## src/rtl/sram_port_arbiter_pkg.sv

```systemverilog
// Shared definitions for the SRAM port arbiter.
//   SRC_INST / SRC_DATA : owner identifiers stored per outstanding transaction
//   owner_t             : owner FIFO entry {src, discard}
package sram_port_arbiter_pkg;

  localparam logic SRC_INST = 1'b0;
  localparam logic SRC_DATA = 1'b1;

  typedef struct packed {
    logic src;      // which requester owns the response
    logic discard;  // fetch killed by a flush: swallow its response
  } owner_t;

endpackage

```

## src/rtl/arb_owner_fifo.sv

```systemverilog
// In-order owner tracker for accepted shared-port transactions.
// Ports:
//   clk, resetn      clock, synchronous active-low reset
//   push, push_entry append a newly accepted transaction
//   pop              retire the head (response returned)
//   flush            mark every fetch entry (stored or pushed now) as discard
//   full, empty      occupancy status
//   head             oldest outstanding entry
module arb_owner_fifo
  import sram_port_arbiter_pkg::*;
#(
  parameter int DEPTH = 4
) (
  input  logic   clk,
  input  logic   resetn,
  input  logic   push,
  input  owner_t push_entry,
  input  logic   pop,
  input  logic   flush,
  output logic   full,
  output logic   empty,
  output owner_t head
);

  localparam int PW = $clog2(DEPTH);
  localparam int CW = PW + 1;

  owner_t        entries [DEPTH];
  logic [PW-1:0] wr_ptr;
  logic [PW-1:0] rd_ptr;
  logic [CW-1:0] count;
  logic          pop_ok;
  logic          push_ok;

  assign full  = (count == CW'(DEPTH));
  assign empty = (count == '0);
  assign head  = entries[rd_ptr];

  // A pop frees a slot in the same cycle, so a full FIFO may take a push then.
  assign pop_ok  = pop & ~empty;
  assign push_ok = push & (~full | pop_ok);

  // Pointers are log2(DEPTH) wide, so they wrap modulo DEPTH on their own.
  always_ff @(posedge clk) begin
    if (!resetn) begin
      wr_ptr <= '0;
      rd_ptr <= '0;
      count  <= '0;
    end else begin
      if (push_ok) wr_ptr <= wr_ptr + 1'b1;
      if (pop_ok)  rd_ptr <= rd_ptr + 1'b1;
      case ({push_ok, pop_ok})
        2'b10:   count <= count + 1'b1;
        2'b01:   count <= count - 1'b1;
        default: ;
      endcase
    end
  end

  // Payload needs no reset: only slots inside [rd_ptr, wr_ptr) are ever read.
  // Marking free slots on flush is harmless; they are overwritten on push.
  always_ff @(posedge clk) begin
    for (int i = 0; i < DEPTH; i++) begin
      if (flush && entries[i].src == SRC_INST) entries[i].discard <= 1'b1;
    end
    if (push_ok) begin
      entries[wr_ptr].src     <= push_entry.src;
      entries[wr_ptr].discard <= push_entry.discard |
                                 (flush & (push_entry.src == SRC_INST));
    end
  end

endmodule

```

## src/rtl/sram_port_arbiter.sv

```systemverilog
// Arbitrates an instruction-fetch port and a MEM-stage data port onto one
// shared SRAM-like port with split address/data handshakes. Responses come
// back in acceptance order and are steered using an owner FIFO.
// Ports:
//   clk, resetn                 clock, synchronous active-low reset
//   inst_*                      fetch requester (read only)
//   data_*                      MEM-stage requester (read/write)
//   flush                       pipeline flush pulse: kills in-flight fetches
//   mem_*                       shared port toward the memory
// Parameter OUTS_DEPTH: max outstanding accepted transactions (2,4,8).
// Macro ARB_RR_EN: when defined, ties alternate round-robin (starting with
// data); otherwise data always beats fetch.
module sram_port_arbiter
  import sram_port_arbiter_pkg::*;
#(
  parameter int OUTS_DEPTH = 4
) (
  input  logic        clk,
  input  logic        resetn,
  input  logic        inst_req,
  input  logic [31:0] inst_addr,
  output logic        inst_addr_ok,
  output logic        inst_data_ok,
  output logic [31:0] inst_rdata,
  input  logic        data_req,
  input  logic        data_wr,
  input  logic [3:0]  data_wstrb,
  input  logic [31:0] data_addr,
  input  logic [31:0] data_wdata,
  output logic        data_addr_ok,
  output logic        data_data_ok,
  output logic [31:0] data_rdata,
  input  logic        flush,
  output logic        mem_req,
  output logic        mem_wr,
  output logic [3:0]  mem_wstrb,
  output logic [31:0] mem_addr,
  output logic [31:0] mem_wdata,
  input  logic        mem_addr_ok,
  input  logic        mem_data_ok,
  input  logic [31:0] mem_rdata
);

  // Request held on the port while mem_addr_ok is pending.
  logic        lock_q;
  logic        lock_src_q;
  logic        lock_wr_q;
  logic [3:0]  lock_wstrb_q;
  logic [31:0] lock_addr_q;
  logic [31:0] lock_wdata_q;

  logic        inst_elig;
  logic        tie_src;
  logic        grant_any;
  logic        grant_src;
  logic        req_wr;
  logic [3:0]  req_wstrb;
  logic [31:0] req_addr;
  logic [31:0] req_wdata;

  logic        fifo_full;
  logic        fifo_empty;
  owner_t      head;
  owner_t      push_entry;
  logic        room;
  logic        issue;
  logic        accept;
  logic        pop;

  // A flush cycle must not start a new fetch.
  assign inst_elig = inst_req & ~flush;

`ifdef ARB_RR_EN
  // Source favoured on the next tie; flips to the other side on every accept.
  logic rr_q;

  always_ff @(posedge clk) begin
    if (!resetn)     rr_q <= SRC_DATA;
    else if (accept) rr_q <= ~grant_src;
  end

  assign tie_src = rr_q;
`else
  assign tie_src = SRC_DATA;
`endif

  always_comb begin
    grant_any = 1'b0;
    grant_src = SRC_DATA;
    if (lock_q) begin
      grant_any = 1'b1;
      grant_src = lock_src_q;
    end else if (data_req && inst_elig) begin
      grant_any = 1'b1;
      grant_src = tie_src;
    end else if (data_req) begin
      grant_any = 1'b1;
      grant_src = SRC_DATA;
    end else if (inst_elig) begin
      grant_any = 1'b1;
      grant_src = SRC_INST;
    end
  end

  always_comb begin
    req_wr    = data_wr;
    req_wstrb = data_wstrb;
    req_addr  = data_addr;
    req_wdata = data_wdata;
    if (lock_q) begin
      req_wr    = lock_wr_q;
      req_wstrb = lock_wstrb_q;
      req_addr  = lock_addr_q;
      req_wdata = lock_wdata_q;
    end else if (grant_src == SRC_INST) begin
      req_wr    = 1'b0;
      req_wstrb = 4'h0;
      req_addr  = inst_addr;
      req_wdata = 32'h0;
    end
  end

  // A response retiring this cycle makes room for a new acceptance.
  assign room   = ~fifo_full | mem_data_ok;
  assign issue  = resetn & grant_any & room;
  assign accept = issue & mem_addr_ok;
  assign pop    = resetn & mem_data_ok & ~fifo_empty;

  always_ff @(posedge clk) begin
    if (!resetn) begin
      lock_q       <= 1'b0;
      lock_src_q   <= SRC_DATA;
      lock_wr_q    <= 1'b0;
      lock_wstrb_q <= 4'h0;
      lock_addr_q  <= 32'h0;
      lock_wdata_q <= 32'h0;
    end else if (accept) begin
      lock_q <= 1'b0;
    end else if (issue && !lock_q) begin
      lock_q       <= 1'b1;
      lock_src_q   <= grant_src;
      lock_wr_q    <= req_wr;
      lock_wstrb_q <= req_wstrb;
      lock_addr_q  <= req_addr;
      lock_wdata_q <= req_wdata;
    end
  end

  assign push_entry.src     = grant_src;
  assign push_entry.discard = 1'b0;

  arb_owner_fifo #(.DEPTH(OUTS_DEPTH)) u_owner_fifo (
    .clk        (clk),
    .resetn     (resetn),
    .push       (accept),
    .push_entry (push_entry),
    .pop        (pop),
    .flush      (flush & resetn),
    .full       (fifo_full),
    .empty      (fifo_empty),
    .head       (head)
  );

  assign mem_req   = issue;
  assign mem_wr    = resetn & req_wr;
  assign mem_wstrb = resetn ? req_wstrb : 4'h0;
  assign mem_addr  = resetn ? req_addr  : 32'h0;
  assign mem_wdata = resetn ? req_wdata : 32'h0;

  assign inst_addr_ok = accept & (grant_src == SRC_INST);
  assign data_addr_ok = accept & (grant_src == SRC_DATA);
  assign data_data_ok = pop & (head.src == SRC_DATA);
  assign inst_data_ok = pop & (head.src == SRC_INST) & ~head.discard;

  assign inst_rdata = mem_rdata;
  assign data_rdata = mem_rdata;

endmodule

```

## config.mk

```make
export PLATFORM = sky130hd
export DESIGN_NAME = sram_port_arbiter
export DESIGN_NICKNAME = d
export VERILOG_FILES = /design/src/rtl/sram_port_arbiter_pkg.sv /design/src/rtl/arb_owner_fifo.sv /design/src/rtl/sram_port_arbiter.sv
export SDC_FILE = /design/constraint.sdc
export NUM_CORES = 1
export LEC_CHECK = 0
export BUFFER_PORTS_ARGS = -buffer_cell sky130_fd_sc_hd__buf_4
export CAP_MARGIN = 25
export CORE_MARGIN = 10
export CORE_UTILIZATION = 40
export CTS_CLUSTER_SIZE = 12
export DETAILED_ROUTE_END_ITERATION = 8
export GPL_ROUTABILITY_DRIVEN = 0
export GPL_TIMING_DRIVEN = 0
export PLACE_DENSITY = 0.75
export SYNTH_ARGS = -nofsm -noshare
export SYNTH_HDL_FRONTEND = slang
export SYNTH_SLANG_ARGS = --single-unit
```

## constraint.sdc

```tcl
create_clock -name clk -period 2.6 [get_ports clk]
set_input_delay 0.13 -clock clk [delete_from_list [all_inputs] [get_ports clk]]
set_output_delay 0.13 -clock clk [all_outputs]
set_load 0.02 [all_outputs]
```

==> results of run 1 <==
## Yosys cell counts (2+ instances only)
cell and count:
a21boi_0 28, a211oi_1 4, buf_1 5, nand3_1 38, ha_1 5, edfxtp_1 4
mux4_2 2, and2_1 40, a21boi_1 10, buf_4 66, clkbuf_1 30, o2111a_1 2
nand2_1 108, buf_2 12, inv_1 4, o211a_1 34, o21ai_0 35, a21oi_1 4
mux2i_1 33, buf_6 8, xnor2_1 4, dfxtp_1 84, nor2_1 8, nor2b_1 41
a22oi_1 37
## tightest hold or removal path, stage by stage
cell      delay [ns]
buf_4           0.11
nand3_1         0.05
a21boi_1        0.05
## per-stage QoR
stage                     TNS, ns  area, um^2
after floorplan                 0        5470
after global placement     -0.102        7530
after detailed placement   -0.172        7530
after CTS                       0        7790
after global routing            0        7800
final                           0        7800
## report_power, final
part	switching, mW	internal (mW)
logic	0.574	0.531
clock network	0.509	0.688
registers	0.0450	1.43
total	1.13	2.65
## flip-flops by register name (all words and copies together), names as in the netlist, 2 cells and up, named ones only
register and cells:
u_owner_fifo.count 3, lock_addr_q 32, u_owner_fifo.entries 8, lock_wstrb_q 4, lock_wdata_q 32, u_owner_fifo.wr_ptr 2, u_owner_fifo.rd_ptr 2
## layer usage
metal,global-route usage,vias to the layer above
met4,0.0738,0
met2,0.321,186
met1,0.214,2572
li1,-,2712
met3,0.0513,27
met5,0,-
## final timing paths
kind | start | end | slack, ns | cells past startpoint
worst max-delay path | u_owner_fifo.count[0] | u_owner_fifo.count[2] | 0.17 | 9
worst min-delay path | data_wdata[14] | lock_wdata_q[14] | 0.06 | 3
worst max register to register | u_owner_fifo.count[0] | u_owner_fifo.count[2] | 0.17 | 9
worst min register to register | lock_wdata_q[21] | lock_wdata_q[21] | 0.45 | 2
## layout by cell type, fill, tap and decap left out, types with 3 or more instances in the layout
cell and count:
o211a_1 34, buf_4 312, nor2_1 8, ha_1 4, a21oi_1 4, o21ai_0 35
clkbuf_1 31, nor2b_1 41, and2_1 40, mux2i_1 33, a21boi_0 28, dfxtp_1 81
a22oi_1 37, buf_6 8, nand3_1 38, nand2_1 108, edfxtp_1 4, a21boi_1 10
buf_1 5, a211oi_1 4, xnor2_1 4, inv_1 3, clkbuf_16 9, buf_2 11
dfxtp_2 3
## final cells by class
cell class                 instances  area [um^2]
fill                            1261         5500
clock buffer                      13          260
inverter                           4         15.0
timing repair buffer             245         1840
clock inverter                     1         5.00
sequential                        88         1810
multi-input combinational        445         2880
buffer                           120          776
tap                              176          220
## timing repair
action,in CTS,in global routing
gates resized for setup,3,4
setup buffers,0,0
endpoints found under the setup margin,2,1
cloned,0,0
## logic make-up (layout without fill, tap and decap cells)
logic type	after synthesis	after routing	synth area share
mux	36	36	0.0707
compound gates	157	157	0.216
xor+xnor	4	4	0.00641
fa+ha+maj	6	6	0.0151
flops	88	88	0.329
buf+inv	125	383	0.145
simple gates	242	242	0.217
==> results.py, run 1 <==
metrics = {
    "synthesis": {
        "synth_edf_count": 4,
        "yosysWarnings": 0,
        "synth-seq-cells": 88,
        "syn-instance-count": 658,
        "synth_top_area_frac": 0.307,
        "yosysTopAreaCell": "dfxtp_1",
        "seq_area_frac_synth": 0.329,
        "synth.area.top_cells": "dfxtp_1 31%, buf_4 9.1%, nand2_1 7.4%, o211a_1 6.2%, mux2i_1 6.0%",
        "syn_avg_cell_area_um2": 8.31,
        "async_flop_share": 0,
        "synth_ff_type": "dfxtp_1",
        "syn_area_mm2": 0.00547,
        "synthesis.nets": 804,
        "yosysUniqueCellTypes": 37,
    },
    "clock_network": {
        "cts_buffer_depth": 2,
        "clk_latency_ns": 0.34,
        "cts_tree": "built",
        "ctsRootBufferMaster": "clkbuf_16",
        "h-tree-depth": 3,
        "postCtsHoldBufs": 0,
        "cts_buffers": 9,
        "clk_pin_slew_ns": 0.06,
        "cts.sinks": 88,
    },
    "critical_path": {
        "path_cells": "or4b_4, o2111a_1, buf_4, inv_2, ha_2, fa_1, xnor2_1, or3_1, a21boi_0",
        "cpMaxStageDelayCell": "or4b_4",
        "endpoint_kind": "flip-flop",
        "slowest_delay_ns": 0.59,
        "crit_buf_inv": 2,
        "critPathMaxFanout": 10,
        "required_ns": 2.87,
        "critPathLaunchType": "flip-flop",
        "worstSetupPathType": "reg -> reg",
        "critPathTopFamily": "simple AND/OR/NAND/NOR gates",
        "cp.arrival_ns": 2.69,
    },
    "grt": {
        "grt_pass1_wl_um": 28400,
        "grt-ovfl-total": 0,
        "track_usage": 0.187,
        "antenna_found_initial": 0,
        "grt_start_max_net_pins": 14,
        "grt_pass1_vias": 5448,
    },
    "timing": {
        "worst_slew_pin_slew_ns": 0.582,
        "final_max_slew_viol_count": 0,
        "max_slew_margin": 0.612,
        "finalSetupViolCount": 0,
        "finalHoldViolCount": 0,
        "fin_crit_ns": 2.43,
        "rsz0062_at_grt": "false",
        "fmax_mhz": 412,
        "fin_crit_sh": 0.934,
        "fin_skew_ns": 0.00643,
        "holdWs_ns": 0.0617,
        "postLayoutSetupSlackWorst_ns": 0.173,
    },
    "final_layout": {
        "post_layout_nonfiller_instances": 1092,
        "diodes": 0,
        "drive_above_1_share": 0.388,
        "fin_util": 0.587,
        "nNetsFinal": 1059,
        "syn_to_final_growth_pct": 42.6,
    },
    "placement": {
        "hpwl_um": 14600,
        "io_buffer_count": 245,
        "dpl_worst_slack_ns": -0.172,
        "dp_cells": 1079,
    },
    "route": {
        "drtIter0Drc": 284,
        "drt-pass1-iter-count": 4,
        "route.detailed.drc": 0,
        "top_layer": "met4",
        "m1WireLength_um": 7190,
        "wl_per_cell_um": 16.9,
        "ant_nets": 0,
        "vias": 5497,
        "routed_wl_um": 18500,
        "wl_met3_um": 1610,
        "met2_length_um": 9250,
        "vias_per_cell": 5.03,
    },
    "job": {
        "max_cap_viol_count": 0,
    },
    "floorplan": {
        "die_w_um": 137,
        "start_util": 0.411,
        "dieArea_mm2": 0.0187,
        "core_area_mm2": 0.0133,
        "io_pins": 278,
        "rows": 42,
        "die_y_um": 137,
    },
    "pwr": {
        "power.total_mw": 3.78,
        "p_per_area_mw_per_mm2": 485,
        "irDropWorstVdd_mv": 0.286,
        "leakage_nw": 3.74,
    },
    "hold_path": {
        "hold_class": "in -> reg",
    },
    "status": {
        "status": "finished, final reports clean",
    },
}
No activity file was read; power rests on OpenSTA's default activity.
==> inputs of run 2 (changes only) <==
Settings changed: CORE_ASPECT_RATIO set to 1.75.
==> run 2 against run 1 <==
Against the previous run:
- final area rose by 0.30%
- sequential power barely moved
- clock skew rose by 0.0052 ns
- global-route usage up 1.9 points
- register-to-register slack about the same
- combinational power hardly changed
- core utilization shrank 0.21 points
- critical endpoint unchanged
- highest routed layer unchanged
==> results.py, run 2 (synthesized netlist as in run 1, its figures left out) <==
metrics = {
    "critical_path": {
        "critPathLaunchType": "flip-flop",
        "critPathMaxFanout": 10,
        "rr_startpoint": "u_owner_fifo.count[0]",
        "slowest_delay_ns": 0.59,
        "worstSetupPathType": "reg -> reg",
        "required_ns": 2.87,
        "reg2reg_to": "u_owner_fifo.count[2]",
        "cp.arrival_ns": 2.68,
        "crit_buf_inv": 2,
        "rr_worst_depth": 9,
        "endpoint_kind": "flip-flop",
        "critPathTopFamily": "simple AND/OR/NAND/NOR gates",
        "ff2ff_setup_slack_ns": 0.19,
        "path_cells": "or4b_4, o2111a_1, buf_4, inv_2, ha_2, fa_1, xnor2_1, or3_1, a21boi_1",
        "cpMaxStageDelayCell": "or4b_4",
    },
    "hold_path": {
        "worstHoldStart": "data_wdata[18]",
        "min_path_cells": 3,
        "holdPathEnd": "lock_wdata_q[18]",
        "hold_class": "in -> reg",
    },
    "timing": {
        "finalHoldViolCount": 0,
        "fmax_mhz": 414,
        "setup_tns_ns": 0,
        "fin_crit_ns": 2.41,
        "worst_slew_pin_slew_ns": 0.585,
        "finalSetupViolCount": 0,
        "fin_crit_sh": 0.928,
        "max_slew_margin": 0.610,
        "final_max_slew_viol_count": 0,
        "fin_skew_ns": 0.0116,
        "rsz0062_at_grt": "false",
        "holdWs_ns": 0.0555,
    },
    "route": {
        "wl_per_cell_um": 18.9,
        "routed_wl_um": 20700,
        "route.detailed.drc": 0,
        "drt-pass1-iter-count": 4,
        "ant_nets": 0,
        "vias": 5539,
        "vias_per_cell": 5.07,
        "drtIter0Drc": 188,
    },
    "final_layout": {
        "nNetsFinal": 1059,
        "syn_to_final_growth_pct": 43.0,
        "reg_top3": "lock_addr_q x32, lock_wdata_q x32, u_owner_fifo.entries x8",
        "mostFrequentLayoutCell": "buf_4",
        "mostFrequentLayoutCells": "312 x buf_4, 108 x nand2_1, 82 x dfxtp_1",
        "post_layout_nonfiller_instances": 1092,
        "drive_above_1_share": 0.387,
        "diodes": 0,
    },
    "clock_network": {
        "clk_latency_ns": 0.34,
        "cts_tree": "built",
        "h-tree-depth": 3,
        "cts_buffers": 9,
        "clk_pin_slew_ns": 0.07,
        "cts_buffer_depth": 2,
        "ctsRootBufferMaster": "clkbuf_16",
        "post_cts_buffers": 0,
        "cts.sinks": 88,
    },
    "grt": {
        "track_usage": 0.206,
        "grt_pass1_vias": 5667,
        "grt-ovfl-total": 0,
        "antenna_found_initial": 0,
        "grt_start_max_net_pins": 15,
        "grt_pass1_wl_um": 31000,
    },
    "placement": {
        "hpwl_um": 17000,
        "dp_cells": 1077,
        "io_buffer_count": 245,
    },
    "pwr": {
        "leakage_nw": 3.75,
        "power.total_mw": 3.90,
        "p_per_area_mw_per_mm2": 499,
        "irDropWorstVdd_mv": 0.364,
    },
    "job": {
        "max_cap_viol_count": 0,
    },
    "floorplan": {
        "io_pins": 278,
        "die_y_um": 175,
        "die_w_um": 108,
        "core_area_mm2": 0.0134,
        "start_util": 0.409,
        "dieArea_mm2": 0.0189,
        "rows": 56,
    },
    "status": {
        "status": "finished, final reports clean",
    },
}
[run 2: cell types whose count changed in the layout (fill, tap and decap cells not counted)]
| cell | delta |
|---|---|
| a21boi_1 | +1 |
| clkbuf_1 | +1 |
| clkinvlp_4 | +1 |
| clkbuf_8 | -1 |
| dfxtp_2 | -1 |
| a21boi_0 | -1 |
| dfxtp_1 | +1 |
| bufinv_16 | +1 |
[run 2: cell type report]
class	instances	area, um^2
plain buffers	120	776
clock buffers	13	250
clock inverters	3	42.5
fillers	1264	5560
inverters	4	15.0
multi-input cells	445	2880
flip-flops and latches	88	1800
well taps	174	218
repair buffers	245	1840
[run 2: how the worst max path moves through the flow]
stage	from	end	slack (ns)	cells after the start
floorplan	lock_q	u_owner_fifo.count[2]	0.18	10
global placement	lock_q	u_owner_fifo.count[2]	-0.11	10
detailed placement	lock_q	u_owner_fifo.count[2]	-0.14	10
CTS	u_owner_fifo.count[0]	u_owner_fifo.count[2]	0.01	7
global route	u_owner_fifo.count[0]	u_owner_fifo.count[2]	0.03	9
finish	u_owner_fifo.count[0]	u_owner_fifo.count[2]	0.19	9
[run 2: layer usage]
metal	track usage	up-vias	share of wire
met5	0	-	0
met4	0.0800	0	0.028
met3	0.0700	30	0.095
met2	0.402	233	0.55
met1	0.183	2559	0.33
li1	-	2717	-
[run 2: what timing repair did]
item                                    in CTS  in global routing
gates resized for setup                      2                  5
endpoints found under the hold margin        0                  0
pin swaps                                    0                  0
endpoints found under the setup margin       7                  1
hold buffers                                 0                  0
[run 2: worst register-to-register path: stages (launching register included)]
cell	delay, ns
dfxtp_2	0.34
or4b_4	0.59
o2111a_1	0.21
buf_4	0.19
inv_2	0.09
ha_2	0.21
fa_1	0.19
xnor2_1	0.08
or3_1	0.30
a21boi_1	0.14
[run 2: stage by stage]
step                      worst slack [ns]  utilization  instance area [um^2]
after CTS                           0.0136        0.584                  7820
after floorplan                      0.180            -                  5470
after global placement              -0.113        0.562                  7530
after global routing                0.0265        0.585                  7820
final                                0.187        0.585                  7820
after detailed placement            -0.137        0.562                  7530
[run 2: where the power goes]
part | internal, mW | switching, mW
sequential | 1.43 | 0.0452
clock | 0.771 | 0.530
combinational | 0.531 | 0.590
